==> config.mk <==
export PLATFORM = sky130hd
export DESIGN_NAME = mux4_rr_arbiter
export DESIGN_NICKNAME = d
export VERILOG_FILES = /design/src/rtl/mux4_rr_arbiter.sv
export SDC_FILE = /design/constraint.sdc
export NUM_CORES = 1
export LEC_CHECK = 0
export CELL_PAD_IN_SITES_DETAIL_PLACEMENT = 2
export CELL_PAD_IN_SITES_GLOBAL_PLACEMENT = 2
export CORE_ASPECT_RATIO = 1.1
export CORE_MARGIN = 1
export CORE_UTILIZATION = 36
export DETAILED_ROUTE_END_ITERATION = 12
export DONT_BUFFER_PORTS = 1
export GPL_ROUTABILITY_DRIVEN = 0
export GPL_TIMING_DRIVEN = 1
export MAX_ROUTING_LAYER = met4
export PLACE_DENSITY_LB_ADDON = 0.1
export RECOVER_POWER = 50
export REMOVE_ABC_BUFFERS = 1
export SYNTH_ARGS = -nofsm -noshare
export SYNTH_HDL_FRONTEND = slang
export SYNTH_SLANG_ARGS = --single-unit
==> constraint.sdc <==
create_clock -name clk -period 2 [get_ports clk]
set_input_delay 0.2 -clock clk [delete_from_list [all_inputs] [get_ports clk]]
set_output_delay 0.2 -clock clk [all_outputs]
set_load 0.01 [all_outputs]
==> src/rtl/mux4_rr_arbiter.sv <==
// Round-robin arbiter that owns the select of a 4:1 mux shared by channels A..D.
// Grants are registered; a contested owner is rotated out after MAX_HOLD cycles.
`timescale 1ns/1ps

module mux4_rr_arbiter #(
    parameter int WIDTH    = 1,
    parameter int MAX_HOLD = 4
) (
    input  logic             clk,
    input  logic             rst,
    input  logic [3:0]       req,
    input  logic [WIDTH-1:0] A,
    input  logic [WIDTH-1:0] B,
    input  logic [WIDTH-1:0] C,
    input  logic [WIDTH-1:0] D,
    output logic [3:0]       gnt,
    output logic [1:0]       Sin,
    output logic             valid,
    output logic [WIDTH-1:0] out
);

    typedef enum logic {
        IDLE,
        GRANT
    } state_t;

    localparam logic [7:0] HOLD_LAST = 8'(MAX_HOLD - 1);

    state_t     state;
    logic [1:0] last;
    logic [7:0] hold;

    logic [3:0] others;
    logic [3:0] scan_mask;
    logic [1:0] scan_base;
    logic [1:0] nxt;
    logic       owner_req;
    logic       at_limit;

    // First set bit of mask scanning p+1, p+2, p+3, p (mod 4); nearest wins.
    function automatic logic [1:0] rr_next(input logic [1:0] p, input logic [3:0] mask);
        logic [1:0] idx;
        rr_next = p;
        for (int k = 4; k >= 1; k--) begin
            idx = p + 2'(k);
            if (mask[idx]) rr_next = idx;
        end
    endfunction

    // NOTE: every always_comb output gets a default first so no path leaves it unassigned (no latch).
    always_comb begin
        others    = req & ~gnt;
        owner_req = |(req & gnt);
        at_limit  = (hold == HOLD_LAST);
        scan_base = last;
        scan_mask = req;
        // While granting, the owner is excluded; on a release its req bit is already 0.
        if (state == GRANT) begin
            scan_base = Sin;
            scan_mask = others;
        end
        nxt = rr_next(scan_base, scan_mask);
    end

    // NOTE: state uses non-blocking assignments so every register samples pre-edge values.
    always_ff @(posedge clk) begin
        if (rst) begin
            state <= IDLE;
            gnt   <= 4'b0000;
            Sin   <= 2'd0;
            valid <= 1'b0;
            hold  <= 8'd0;
            last  <= 2'd3;
        end else begin
            unique case (state)
                IDLE: begin
                    if (|req) begin
                        state <= GRANT;
                        gnt   <= 4'b0001 << nxt;
                        Sin   <= nxt;
                        valid <= 1'b1;
                        hold  <= 8'd0;
                    end
                end
                GRANT: begin
                    if (!owner_req || (at_limit && (|others))) begin
                        last <= Sin;
                        hold <= 8'd0;
                        if (|others) begin
                            gnt <= 4'b0001 << nxt;
                            Sin <= nxt;
                        end else begin
                            state <= IDLE;
                            gnt   <= 4'b0000;
                            valid <= 1'b0;
                        end
                    end else if (!at_limit) begin
                        hold <= hold + 8'd1;
                    end
                end
            endcase
        end
    end

    always_comb begin
        out = '0;
        if (valid) begin
            case (Sin)
                2'd0:    out = A;
                2'd1:    out = B;
                2'd2:    out = C;
                default: out = D;
            endcase
        end
    end

endmodule

* Word level (Yosys, flattened, before mapping)
Index checks and enable logic that the tools add are counted.
** Storage, ports and cells
- Bits in registers :: 18
- Bits of input ports :: 10
- Output and inout bits :: 8
- Logic and storage cells :: 71
** Cells by class
- Add/subtract/negate cells :: 4
- $lt $le $gt $ge :: 3
- Equal/unequal tests :: 8
- Shift-type cells :: 1
- Muxes and demuxes :: 33
- Bitwise logic cells :: 4
- Reductions and logical operators :: 12
** Operators by type and width (number)
- $mux 8 :: 3
- $mux 4 :: 4
- $pmux 8 s2 :: 1
- $mux 2 :: 7
- $reduce_or 4->1 :: 3
- $mux 1 :: 10
- $lt 2x3->1 const B :: 3
- $add 8x1->8 const B :: 1
- $and 4x4->4 :: 2
- $eq 8x2->1 const B :: 1
- $pmux 4 s2 :: 1
- $bmux 1 s2 :: 3
- $reduce_and 2->1 :: 3
- $reduce_and 3->1 :: 2
- $add 2x2->2 const B :: 2
- $ne 2x1->1 const B :: 2
- $ne 2x2->1 const B :: 2
- $not 4->4 :: 1
- $pmux 1 s2 :: 2
- $pmux 2 s2 :: 1
- $shl 1x2->4 const A :: 1
- $ne 3x2->1 const B :: 1
- $pmux 1 s3 :: 1
- $add 2x1->2 const B :: 1
- 7 further kinds :: 7

* Depth between registers and ports, before layout
- Depth after elaboration :: 12
- Mapped depth :: 7
- Gate-level depth less buffers :: 6

* Worst setup path before layout
OpenSTA, ideal clock, no wires.
- Path kind :: register -> register
- Start :: reg hold[0]
- End :: reg hold[2]
- Library setup time :: 119 ps
- Arrival time :: 1768 ps
- Required time :: 1881 ps
- Slack :: 114 ps
- Stages on the path, launching flop included :: 7
- Buffers on the path :: 0
- Clock period less this slack :: 1886 ps
- Cells stage by stage :: dfxtp_1 ha_1 or4b_4 or2_1 o311ai_1 xor2_1 nor2_1
** On the way
- Cells in the longest elaborated chain, start to end :: 5
** RTL lines
- from (decl) :: RTL line 31 : logic [7:0] hold;
- from (signal assigned) :: RTL line 98 : hold <= hold + 8'd1;
- branches (longest 5 deep; another with $add 8x1->8)
Parallel ways; which one is timed is not known. The select of a mux whose other input is x is not followed.
A chain may end at the register's enable or synchronous reset.

* Worst setup path in the final report
Same ends and word-level chain as after synthesis.

==> qor.log <==
INFO  outcome        run_status=completed
INFO  floorplan      row_count=19
INFO  global_routing overall_global_routing_resource_usage=22.1%
INFO  final_layout   finish.net_count=136
INFO  global_routing grt_max_degree=13
INFO  worst_setup_path ff2ff_setup_slack=10ps
INFO  final_layout   design_area=1210um^2
INFO  clock_network  tritoncts=built
INFO  global_routing overflow=0
INFO  yosys          synth_top_cells_by_area=dfxtp_1, nor2_1, a22o_1, mux2i_1, a21boi_0
INFO  hold_path      worst_hold_path_type=input pin to flip-flop
INFO  final_layout   multiInputGateArea=692um^2
INFO  yosys          synth_seq_cells=18
INFO  worst_setup_path regToRegStartpoint=hold[0]
INFO  sta            setup_slack=10.1ps
INFO  clock_network  clock_tree.root_cell=clkbuf_4
INFO  clock_network  reg_clk_slew_reported_paths=120ps
INFO  sta            layout_min_cycle_time=1990ps
INFO  clock_network  ctsLongestPathBuffers=2
INFO  floorplan      design.core.area=2590um^2
INFO  worst_setup_path reg2reg_depth=6
INFO  detailed_routing antenna_left=0
INFO  sta            maxClockFrequency=503MHz
INFO  power_and_ir_drop power.leakage=0.434nW
INFO  yosys          synth-seq-area-share=35.2%
INFO  floorplan      num_io_pins=18
INFO  placed_design  placedCellCount=149
INFO  global_routing first_global_vias=1016
INFO  hold_path      hold_depth=2
INFO  yosys          synth_cells=114
INFO  detailed_routing detail_route.wl_per_cell=19.8um
INFO  sta            clock-skew-final=6.42ps
INFO  sta            relSlewSlack=60.2%
INFO  global_routing grt_first_pass_wirelength=4.77mm
INFO  final_layout   final_cell_count_no_fill=155
INFO  yosys          synth_top_area_cell=dfxtp_1
INFO  floorplan      initial_utilization=39.5%
INFO  detailed_routing drt_drc_violations_left=0
INFO  sta            setup_viol=0
INFO  placed_design  detailedPlace.worstSlack=54.2ps
INFO  final_layout   seq_area=363um^2
INFO  yosys          synth.avg_cell_area=8.99um^2
INFO  floorplan      fp.dieArea=3060um^2
INFO  clock_network  worst_skew_pair.late_latency=290ps
INFO  worst_setup_path cp_data_required_time=2190ps
INFO  worst_setup_path critical_path_class=flip-flop to flip-flop
INFO  final_layout   drive_gt1_share=20.2%
INFO  final_layout   num-fill-cells=286
INFO  placed_design  dpl-instance-area=1100um^2
INFO  worst_setup_path cp.arrival=2180ps
INFO  power_and_ir_drop max-vdd-ir-drop=390uV
INFO  sta            hold_viol=0
INFO  yosys          synth_cell_type_count=43
INFO  final_layout   final_common_cell=dfxtp_1
INFO  clock_network  cts_setup_buffers=0
INFO  worst_setup_path setup.worst_path.end_class=flip-flop
INFO  detailed_routing detailed_routing_iteration_count_for_the_pre_antenna_repair_pass=2
INFO  final_layout   layout.cells.most_common_list=dfxtp_1, nor2_1, a22o_1, nand2_1
INFO  final_layout   layout.core_utilization=46.7%
INFO  final_layout   syn_to_final_growth=18.1%
INFO  yosys          yosys_warnings=0
INFO  yosys          post_synth_instance_area=1020um^2
INFO  worst_setup_path worstReg2RegEnd=hold[2]
INFO  detailed_routing initial_drc_count=10
INFO  placed_design  count_of_buffers_from_port_buffering=0
INFO  sta            worst_slew_pin_slew=592ps
INFO  sta            report.final.slew_viol_count=0
INFO  detailed_routing vias_per_cell=6.08
INFO  floorplan      die_y=58.0um
INFO  global_routing grt_antenna_before_repair=0
INFO  job            maxCapViolCount=0
INFO  final_layout   antenna-diode-count=0
INFO  worst_setup_path critical_path_peak_fanout=3
INFO  detailed_routing dr_total_vias=943
INFO  yosys          fraction_of_post_synthesis_cell_area_in_the_top_cell_type_by_area=35.2%
INFO  placed_design  place_hpwl=2.20mm
INFO  clock_network  htree_num_levels=1
INFO  hold_path      hold-path-endpoint=Sin[0]
INFO  hold_path      worst_hold_startpoint=rst
INFO  sta            layout_worst_path_cycle_share=99.5%
INFO  floorplan      chipWidth=52.9um
INFO  detailed_routing detail_route.wirelength=3.07mm
INFO  worst_setup_path cp-start-kind=flip-flop
INFO  clock_network  tritoncts_num_sinks=18
INFO  clock_network  cts_made_buffers=3
INFO  power_and_ir_drop power.density=782nW/um^2
INFO  sta            worst_hold_slack=67.3ps
## Yosys cell counts
cell type,instances
a21o_1,1
nor4_2,1
nor3_1,1
nand2b_1,3
and3_1,1
clkbuf_1,2
a22oi_1,1
o31a_1,1
xnor2_1,2
inv_1,4
nor2_2,1
or3_1,2
mux4_2,1
a21boi_0,5
ha_1,1
a221oi_1,1
a21oi_1,4
a41oi_1,1
xor2_1,4
or4b_4,1
a21bo_2,3
o21ai_0,1
o2bb2ai_2,1
mux2_2,1
buf_2,1
o311ai_1,1
o22ai_1,5
nand2_1,6
nand4_1,2
dfxtp_1,18
o31ai_1,2
mux2i_1,4
o21a_1,1
o2111ai_1,1
a22o_1,6
or2_1,1
o22a_1,1
a311o_1,2
nor2b_1,1
and2_1,1
a31oi_1,1
nor2_1,15
nand3_1,1
## worst max-delay path by stage
stage / start / to / slack [ps] / cells after the start
after global routing: hold[0] / hold[2] / -90 / 6
after detailed placement: hold[1] / hold[2] / 50 / 6
final: hold[0] / hold[2] / 10 / 6
after global placement: hold[1] / hold[2] / 130 / 6
after CTS: hold[1] / hold[2] / 30 / 6
after floorplan: hold[0] / hold[2] / 110 / 6
## metal layers
metal / routed length (um) / share of wire [%] / track usage, % / vias to the layer above
met5: 0 / 0 / - / -
met4: 28 / 0.91 / 7.52 / 0
met3: 61 / 2.0 / 2.36 / 4
met2: 1640 / 53 / 37.6 / 8
met1: 1340 / 44 / 26.6 / 483
li1: - / - / - / 448
## kinds of logic after synthesis
group	after synthesis	synth area share [%]
compound gates	39	30.0
xor+xnor	6	5.13
fa+ha+maj	1	1.22
buf+inv	7	2.69
flops	18	35.2
mux	6	7.20
simple gates	37	18.6
## metrics by stage
step	total power, mW	setup TNS (ps)
floorplan	0.619	0
global placement	0.694	0
detailed placement	0.702	0
CTS	0.936	0
global route	1.01	-89.6
finish	0.946	0
## power by group
group	internal, mW	switching [mW]	leakage (nW)
registers	0.392	0.0464	0.148
logic	0.124	0.151	0.265
clock network	0.111	0.121	0.0210
## state kept, by name, summed over array words and instances (netlist names)
name,flops
Sin,2
last,2
state,1
valid,1
gnt,4
hold,8
## area by class of cell
class / instances / share of cell area [%]
clock buffers: 4 / 3.00
inverters: 4 / 1.24
multi-input cells: 89 / 57.2
flip-flops and latches: 18 / 30.0
well taps: 31 / 3.21
repair buffers: 9 / 5.38
## critical path, stage by stage (launching register included)
cell	delay (ps)
dfxtp_1	350
ha_1	170
or4b_4	490
or2_1	300
o311ai_2	290
xor2_1	220
nor2_1	70
## repair_timing
| item | 4_1_cts | 5_1_grt |
|---|---|---|
| hold buffers | 1 | 1 |
| hold endpoints to repair | 5 | 2 |
| resized for setup | 0 | 11 |
| setup endpoints to repair | 0 | 8 |
Note: power is estimated with default switching activity, not from simulation.
